$ cat src/rtl/mr_seq_pkg.sv
// rtl/mr_seq_pkg.sv - shared sizes, state type and helpers for the mixed-radix address sequencer
//
// Purpose : radix constants (3 x 5 = 15 addresses), digit/address widths,
//           FSM state enum and the end-of-frame digit test.
// Ports   : none (package).
package mr_seq_pkg;

  localparam int R3     = 3;
  localparam int R5     = 5;
  localparam int N_ADDR = R3 * R5;
  localparam int ADDR_W = 5;
  localparam int D3_W   = 2;
  localparam int D5_W   = 3;

  typedef enum logic [1:0] {
    ST_IDLE = 2'd0,
    ST_RUN  = 2'd1,
    ST_DONE = 2'd2
  } seq_state_e;

  // Final digit pair of a frame: d3 = R3-1, d5 = R5-1 (address N_ADDR-1).
  function automatic logic is_last(input logic [D3_W-1:0] d3, input logic [D5_W-1:0] d5);
    return (d3 == D3_W'(R3 - 1)) && (d5 == D5_W'(R5 - 1));
  endfunction

endpackage

$ cat src/rtl/mr_addr_map.sv
// rtl/mr_addr_map.sv - combinational digit-reversed address map (d3,d5) -> d5*3 + d3
//
// Purpose : converts the radix-3 / radix-5 digit pair into the output address.
//           Digit codes outside 0..2 / 0..4 map to address 0.
// Ports   : d3_i   [1:0] radix-3 digit
//           d5_i   [2:0] radix-5 digit
//           addr_o [4:0] mapped address, 0..14
import mr_seq_pkg::*;

module mr_addr_map (
  input  logic [D3_W-1:0]   d3_i,
  input  logic [D5_W-1:0]   d5_i,
  output logic [ADDR_W-1:0] addr_o
);

  always_comb begin
    addr_o = '0;
    if ((d3_i < D3_W'(R3)) && (d5_i < D5_W'(R5))) begin
      addr_o = ADDR_W'(d5_i) * ADDR_W'(R3) + ADDR_W'(d3_i);
    end
  end

endmodule

$ cat src/rtl/mr_addr_seq.sv
// rtl/mr_addr_seq.sv - mixed-radix (3x5) digit-reversed address sequencer with valid/ready output
//
// Purpose : on start, emits the 15 addresses 0,3,6,9,12,1,4,...,14 with a
//           valid/ready handshake, flags the last one, then pulses done.
//           Optional macro MR_SEQ_CONT_EN adds the cont input: when high at
//           the last handshake the next frame follows with no gap.
// Ports   : clk        clock, rising edge
//           rst_n      asynchronous active-low reset
//           start      frame request, sampled in IDLE only
//           out_ready  downstream accepts current address
//           cont       continuous-frame request (MR_SEQ_CONT_EN only)
//           out_valid  out_addr / out_last valid
//           out_addr   [4:0] digit-reversed address
//           out_last   final address of a frame
//           busy       high while the frame is running
//           done       one-cycle pulse after the final handshake
import mr_seq_pkg::*;

module mr_addr_seq (
  input  logic              clk,
  input  logic              rst_n,
  input  logic              start,
  input  logic              out_ready,
`ifdef MR_SEQ_CONT_EN
  input  logic              cont,
`endif
  output logic              out_valid,
  output logic [ADDR_W-1:0] out_addr,
  output logic              out_last,
  output logic              busy,
  output logic              done
);

  seq_state_e        state_q;
  logic [D3_W-1:0]   d3_q, d3_d;
  logic [D5_W-1:0]   d5_q, d5_d;
  logic              out_valid_q;
  logic [ADDR_W-1:0] out_addr_q;
  logic              out_last_q;
  logic              busy_q;
  logic              done_q;

  logic [ADDR_W-1:0] addr_d;
  logic              last_d;
  logic              hs;
  logic              cont_w;

`ifdef MR_SEQ_CONT_EN
  assign cont_w = cont;
`else
  assign cont_w = 1'b0;
`endif

  assign hs = out_valid_q & out_ready;

  // Next digit pair: counter with d5 as the fast (least significant) digit.
  always_comb begin
    d3_d = d3_q;
    d5_d = d5_q;
    case (state_q)
      ST_RUN: begin
        if (hs) begin
          if (d5_q == D5_W'(R5 - 1)) begin
            d5_d = '0;
            d3_d = (d3_q == D3_W'(R3 - 1)) ? '0 : d3_q + 1'b1;
          end else begin
            d5_d = d5_q + 1'b1;
          end
        end
      end
      default: begin
        d3_d = '0;
        d5_d = '0;
      end
    endcase
  end

  // The map is evaluated on the next digits so out_addr can be registered.
  mr_addr_map u_map (
    .d3_i   (d3_d),
    .d5_i   (d5_d),
    .addr_o (addr_d)
  );

  assign last_d = is_last(d3_d, d5_d);

  always_ff @(posedge clk or negedge rst_n) begin
    if (!rst_n) begin
      state_q     <= ST_IDLE;
      d3_q        <= '0;
      d5_q        <= '0;
      out_valid_q <= 1'b0;
      out_addr_q  <= '0;
      out_last_q  <= 1'b0;
      busy_q      <= 1'b0;
      done_q      <= 1'b0;
    end else begin
      case (state_q)
        ST_IDLE: begin
          done_q <= 1'b0;
          if (start) begin
            state_q     <= ST_RUN;
            d3_q        <= d3_d;
            d5_q        <= d5_d;
            out_valid_q <= 1'b1;
            out_addr_q  <= addr_d;
            out_last_q  <= last_d;
            busy_q      <= 1'b1;
          end
        end
        ST_RUN: begin
          if (hs) begin
            d3_q <= d3_d;
            d5_q <= d5_d;
            if (is_last(d3_q, d5_q) && !cont_w) begin
              state_q     <= ST_DONE;
              out_valid_q <= 1'b0;
              out_addr_q  <= '0;
              out_last_q  <= 1'b0;
              busy_q      <= 1'b0;
              done_q      <= 1'b1;
            end else begin
              // Continuous mode lands here too: digits wrapped to 0 -> addr 0.
              out_addr_q <= addr_d;
              out_last_q <= last_d;
            end
          end
        end
        ST_DONE: begin
          state_q <= ST_IDLE;
          done_q  <= 1'b0;
        end
        default: begin
          state_q     <= ST_IDLE;
          d3_q        <= '0;
          d5_q        <= '0;
          out_valid_q <= 1'b0;
          out_addr_q  <= '0;
          out_last_q  <= 1'b0;
          busy_q      <= 1'b0;
          done_q      <= 1'b0;
        end
      endcase
    end
  end

  assign out_valid = out_valid_q;
  assign out_addr  = out_addr_q;
  assign out_last  = out_last_q;
  assign busy      = busy_q;
  assign done      = done_q;

endmodule

$ cat config.mk
export PLATFORM = sky130hd
export DESIGN_NAME = mr_addr_seq
export DESIGN_NICKNAME = d
export VERILOG_FILES = /design/src/rtl/mr_seq_pkg.sv /design/src/rtl/mr_addr_map.sv /design/src/rtl/mr_addr_seq.sv
export SDC_FILE = /design/constraint.sdc
export NUM_CORES = 1
export LEC_CHECK = 0
export BUFFER_PORTS_ARGS = -buffer_cell sky130_fd_sc_hd__buf_2
export CAP_MARGIN = 25
export CORE_MARGIN = 2
export CORE_UTILIZATION = 40
export CTS_BUF_LIST = sky130_fd_sc_hd__clkbuf_8
export DETAILED_ROUTE_END_ITERATION = 16
export SYNTH_ARGS = -nofsm -noshare
export SYNTH_HDL_FRONTEND = slang
export SYNTH_HIERARCHICAL = 1
export SYNTH_SLANG_ARGS = --single-unit
$ cat constraint.sdc
create_clock -name clk -period 4 [get_ports clk]
set_clock_uncertainty 0.15 [all_clocks]
set_input_delay 0.4 -clock clk [delete_from_list [all_inputs] [get_ports clk]]
set_output_delay 0.4 -clock clk [all_outputs]
set_load 0.05 [all_outputs]
; Yosys cells after proc, flatten, opt, wreduce, memory -nomap -nowiden
; Index checks and enable logic that the tools add are counted.
[classes]
n_addsub = 3
mul = 1
order_cmp = 2
n_eq_ne = 9
n_mux = 33
bitwise_logic = 2
n_reduce_logical = 8
[op_table]
columns = operator, n
row1 = 2-to-1 mux 5 bit, 4
row2 = 2-to-1 mux 2 bit, 9
row3 = 2-to-1 mux 3 bit, 5
row4 = one-hot mux 5 bit (3 select lines), 1
row5 = 2-to-1 mux 1 bit, 9
row6 = one-hot mux 3 bit (3 select lines), 1
row7 = "equality test 2 bit, second input constant", 3
row8 = "equality test 3 bit, second input constant", 2
row9 = "!= test 2 bit, second input constant", 3
row10 = one-hot mux 1 bit (3 select lines), 2
row11 = one-hot mux 2 bit (3 select lines), 1
row12 = AND reduction 3 bit, 2
row13 = adder 5 x 2 -> 5 bit, 1
row14 = "multiplier 3 x 2 -> 5 bit, second input constant", 1
row15 = one-hot mux 2 bit (2 select lines), 1
row16 = AND reduction 4 bit, 1
row17 = "adder 3 x 1 -> 3 bit, second input constant", 1
row18 = logical AND 1 bit, 3
row19 = "< comparator 3 bit, second input constant", 1
row20 = "adder 2 x 1 -> 2 bit, second input constant", 1
row21 = "equality test 2 x 1 -> 1 bit, second input constant", 1
row22 = logical NOT 2 bit, 1
row23 = "< comparator 2 bit, second input constant", 1
row24 = AND reduction 2 bit, 1
row25 = 2 further kinds, 2
[totals]
ff_bits = 15
in_bits = 4
output_inout_bits = 9
wordCells = 65

; Depth between registers and ports, before layout
[logic_depth]
word_depth = 11
mapped_depth = 13
ltp_nobuf = 13

; By module
; The synthesis kept the hierarchy.
[by_module_without_submodules]
columns = module, instances, cells_each, area_each_um2, seq_area_each_um2
row1 = mr_addr_seq, 1, 93, 858.3, 375.4
row2 = mr_addr_map, 1, 20, 197.7, 0.0

; Worst setup path after synthesis
; Ideal clock, no wire load.
[synth_timing]
path_type = flip-flop to flip-flop
start = reg busy (netlist name)
end = reg out_addr_q[3], in the netlist out_addr[3]
setup_time_ns = 0.074
arrival_time_ns = 2.895
required_time_ns = 3.776
setup_slack_ns = 0.881
stages_incl_launch_ff = 12
path_buffers = 0
synth_period_minus_slack_ns = 3.119
cell_sequence = dfrtp_1 > nand2_1 > nor3_1 > a21oi_1 > nor2_1 > fa_1 > ha_1 > fa_1 > xnor2_1 > nor2_1 > nand2_1 > o21ai_2
[synth_lines]
columns = item, line
row1 = to (signal assigned), mr_addr_seq.sv:106  ; out_addr_q <= addr_d;
row2 = to (signal assigned), mr_addr_seq.sv:124  ; out_addr_q <= addr_d;
row3 = to (decl), mr_addr_seq.sv:38  ; logic [ADDR_W-1:0] out_addr_q;

; Final worst setup path
[layout_timing]
start = reg d5_q[0]
end = reg out_addr_q[3], in the netlist out_addr[3]
[layout_between]
elab_chain_len = 10
elab_cells_between_ends = 19
classes_between = add/sub: 2 / mul: 1 / order compare: 2 / eq/ne: 1 / mux: 11 / reduce/logical: 2
[layout_lines]
columns = item, line
row1 = from (decl), mr_addr_seq.sv:36  ; logic [D5_W-1:0] d5_q, d5_d;
row2 = from (signal assigned), mr_addr_seq.sv:91  ; d5_q <= '0;
row3 = from (signal assigned), mr_addr_seq.sv:104  ; d5_q <= d5_d;
row4 = from (signal assigned), mr_addr_seq.sv:114  ; d5_q <= d5_d;
row5 = adder 3 x 1 -> 3 bit or equality test 3 bit (tied branches), "mr_addr_seq.sv:67, mr_addr_seq.sv:63"
row6 = 2-to-1 mux 3 bit, mr_addr_seq.sv:63  ; if (d5_q == D5_W'(R5 - 1)) begin
row7 = 2-to-1 mux 3 bit (*), mr_addr_seq.sv:62  ; if (hs) begin
row8 = 2-to-1 mux 3 bit (*), mr_addr_seq.sv:60  ; case (state_q)
row9 = via d5_d[0], mr_addr_seq.sv:36
row10 = multiplier 3 x 2 -> 5 bit or < comparator 3 bit (tied branches), "mr_addr_map.sv:19, mr_addr_map.sv:18"
row11 = adder 5 x 2 -> 5 bit or logical AND 1 bit (tied branches), "mr_addr_map.sv:19, mr_addr_map.sv:18"
row12 = 2-to-1 mux 5 bit (*), mr_addr_map.sv:18  ; if ((d3_i < D3_W'(R3)) && (d5_i < D5_W'(R5))) begin
row13 = via addr_d[3], mr_addr_seq.sv:43  ; logic [ADDR_W-1:0] addr_d;
row14 = 2-to-1 mux 5 bit, mr_addr_seq.sv:115  ; if (is_last(d3_q, d5_q) && !cont_w) begin
row15 = 2-to-1 mux 5 bit, mr_addr_seq.sv:112  ; if (hs) begin
row16 = one-hot mux 5 bit (3 select lines) (*), mr_addr_seq.sv:98  ; case (state_q)
; The timed path passes the listed nets; every way through them passes the cells marked *. The select of a mux whose other input is x is not followed.
; A chain may end at the register's enable or synchronous reset.

==> results.yml <==
yosys:
  synth_ff_type: "dfrtp_1"
  syn_inst: 113
  syn_avg_cell_area_um2: 9.35
  synth_edf_count: 0
  synth_common_cells: "nand2_1 (16), dfrtp_1 (15), nor2_1 (11)"
  synthTopCellsByArea: "dfrtp_1 (36%), ha_1 (9.5%), nand2_1 (5.7%), o21ai_2 (4.1%), nor2_1 (3.9%)"
  synthArstFlopShare_pct: 100
  synth_area_um2: 1060
  synth_seq_area_share_pct: 35.5
  ys_ff_latch: 15
  yosysTopAreaCellShare_pct: 35.5
  synth_warnings: 6
  synth_fp_nets: 127
  synth_area_leader_cell: "dfrtp_1"
  yosysMostFrequentCell: "nand2_1"
  synth_cell_types: 37
critical_path:
  arrival_ns: 3.26
  cp_max_fo: 8
  reg2reg_slack_ns: 0.76
  cp.required_ns: 4.02
  start_kind: "register"
  cp_slowest_cell: "fa_1"
  path_class: "register to register"
  path_cells: "inv_1, ha_1, and2_4, nor3_1, a21oi_1, nor2_1, fa_1, ha_1, fa_1, xnor2_1, nor2_1, nand2_1, o21ai_2"
  crit_buf_inv: 1
  max_stage_delay_ns: 0.48
  crit_family: "adder cells"
  crit_path_end_kind: "register"
drt:
  ant_nets: 0
  first_iter_violations: 17
  finalWirelength_um: 1970
  dr.pass1.iters: 4
  vias: 838
  vias_per_cell: 5.37
  route.detailed.drc: 0
  wl_per_cell_um: 12.6
die:
  design.die.area_um2: 3070
  die_h_um: 55.4
  start_util_pct: 42.2
  ios: 13
  rows: 18
  fp.dieW_um: 55.4
  core_um2: 2500
clock_network:
  insertion_delay_ns: 0.24
  cts_tree: "done"
  path_clk_slew_ns: 0.06
  cts_sinks: 15
  clockRootBuffer: "clkbuf_8"
  post_cts_buffers: 0
  numCtsBuffers: 3
  htreeDepth: 1
  cts_buffer_depth: 2
job:
  max-cap-violations: 0
sta:
  tns_ns: 0
  tightest_slew_ns: 0.745
  period_needed_ns: 3.24
  post-route-period-util_pct: 80.9
  timing.fmax_ghz: 0.309
  setup_violations: 0
  slew_headroom_pct: 50.4
  maxSlewViolCount: 0
  rsz0062_at_grt: "no"
  finalHoldViolations: 0
status:
  status: "completed"
cells_and_area:
  n_antenna_cell: 0
  area_growth_pct: 10.9
  fill_cells: 251
  fin_nets: 141
  drive_gt1_share_pct: 24.6
global_route:
  antenna_found_initial: 0
  grt_pass1_wl_um: 3570
  grt_usage_pct: 14.5
  gr-total-overflow: 0
  grt_pass1_vias: 767
  grt_max_degree: 16
place:
  io_buffers: 12
  gp_congestion: 0.784
  dpl.hpwl_um: 1500
min_path:
  hp-class: "primary input to register"
[flip-flops by register name, indices dropped and copies added (netlist names)]
name and count:
d3_q 2, state_q 2, out_last 1, done 1, out_addr 5, d5_q 3
busy 1
[worst reg2reg max path: stages (launching register included)]
cell and delay [ns]:
dfrtp_1 0.46, inv_1 0.09, ha_1 0.24, and2_4 0.19
nor3_1 0.14, a21oi_1 0.06, nor2_1 0.29, fa_1 0.48
ha_1 0.25, fa_1 0.41, xnor2_1 0.14, nor2_1 0.09
nand2_1 0.07, o21ai_2 0.12
[worst paths after layout]
kind | cells past startpoint | end | from
max | 13 | out_addr[3] | d5_q[0]
min in group asynchronous | 2 | d5_q[1] | rst_n
min | 3 | state_q[0] | start
max reg2reg | 13 | out_addr[3] | d5_q[0]
max in group asynchronous | 2 | out_addr[4] | rst_n
min reg2reg | 2 | out_addr[1] | out_addr[1]
[layout by cell type (no fill, tap or decap), drive strengths merged]
cell,n
nand2,16
dfrtp,15
buf,12
nor2,11
inv,8
ha,8
a21oi,7
nor3,6
o21ai,6
and2,5
nand3,4
a22o,4
clkbuf,3
fa,2
nand4,2
o22ai,2
nand2b,1
nor2b,1
and2b,1
a41oi,1
a21o,1
mux2,1
a211oi,1
o21a,1
o21bai,1
a32o,1
o32ai,1
dlygate4sd3,1
a221o,1
xnor2,1
a221oi,1
[cell type report]
cell class                 instances  area, µm²  share of cell area, %
multi-input combinational         87        617                   52.7
sequential                        15        375                   32.1
timing repair buffer              13       70.1                   5.98
clock buffer                       3       41.3                   3.53
tap                               30       37.5                   3.21
inverter                           7       26.3                   2.24
clock inverter                     1       3.75                  0.321
[kinds of logic (layout without fill, tap and decap cells)]
family | after synthesis | count (layout) | share of synthesized area [%]
AND/OR/NAND/NOR | 47 | 47 | 21.7
XOR/XNOR | 1 | 1 | 0.830
adder cells (fa/ha/maj) | 10 | 10 | 13.3
buffers and inverters | 11 | 24 | 6.04
flip-flops | 15 | 15 | 35.5
AO/OA/AOI/OAI | 28 | 28 | 21.6
multiplexers | 1 | 1 | 1.07
[metrics by stage]
stage	std cells	cell area [µm²]	utilization, %	hold slack (ns)	setup slack, ns
finish	156	1170	46.8	0.280	0.763
global route	156	1170	46.8	0.294	0.520
CTS	156	1170	46.8	0.271	0.764
detailed placement	151	1120	44.6	0.181	0.783
global placement	151	1120	44.6	0.181	0.866
floorplan	113	1060	-	-0.0456	0.881
[timing repair]
| item | in CTS | in global routing |
|---|---|---|
| endpoints found under the hold margin | 15 | 0 |
| hold buffers | 1 | 0 |
| resized for setup | 0 | 0 |
[metal layers]
layer | up-vias | share of wire, % | global-route usage (%)
li1 | 425 | - | -
met1 | 394 | 49 | 20.2
met2 | 17 | 46 | 21.4
met3 | 2 | 3.2 | 2.11
met4 | 0 | 1.4 | 8.01
met5 | - | 0 | 0
Power is left out: the tool's default activity adds up to more than one toggle a clock period on the data nets, which glitch-free logic cannot reach.
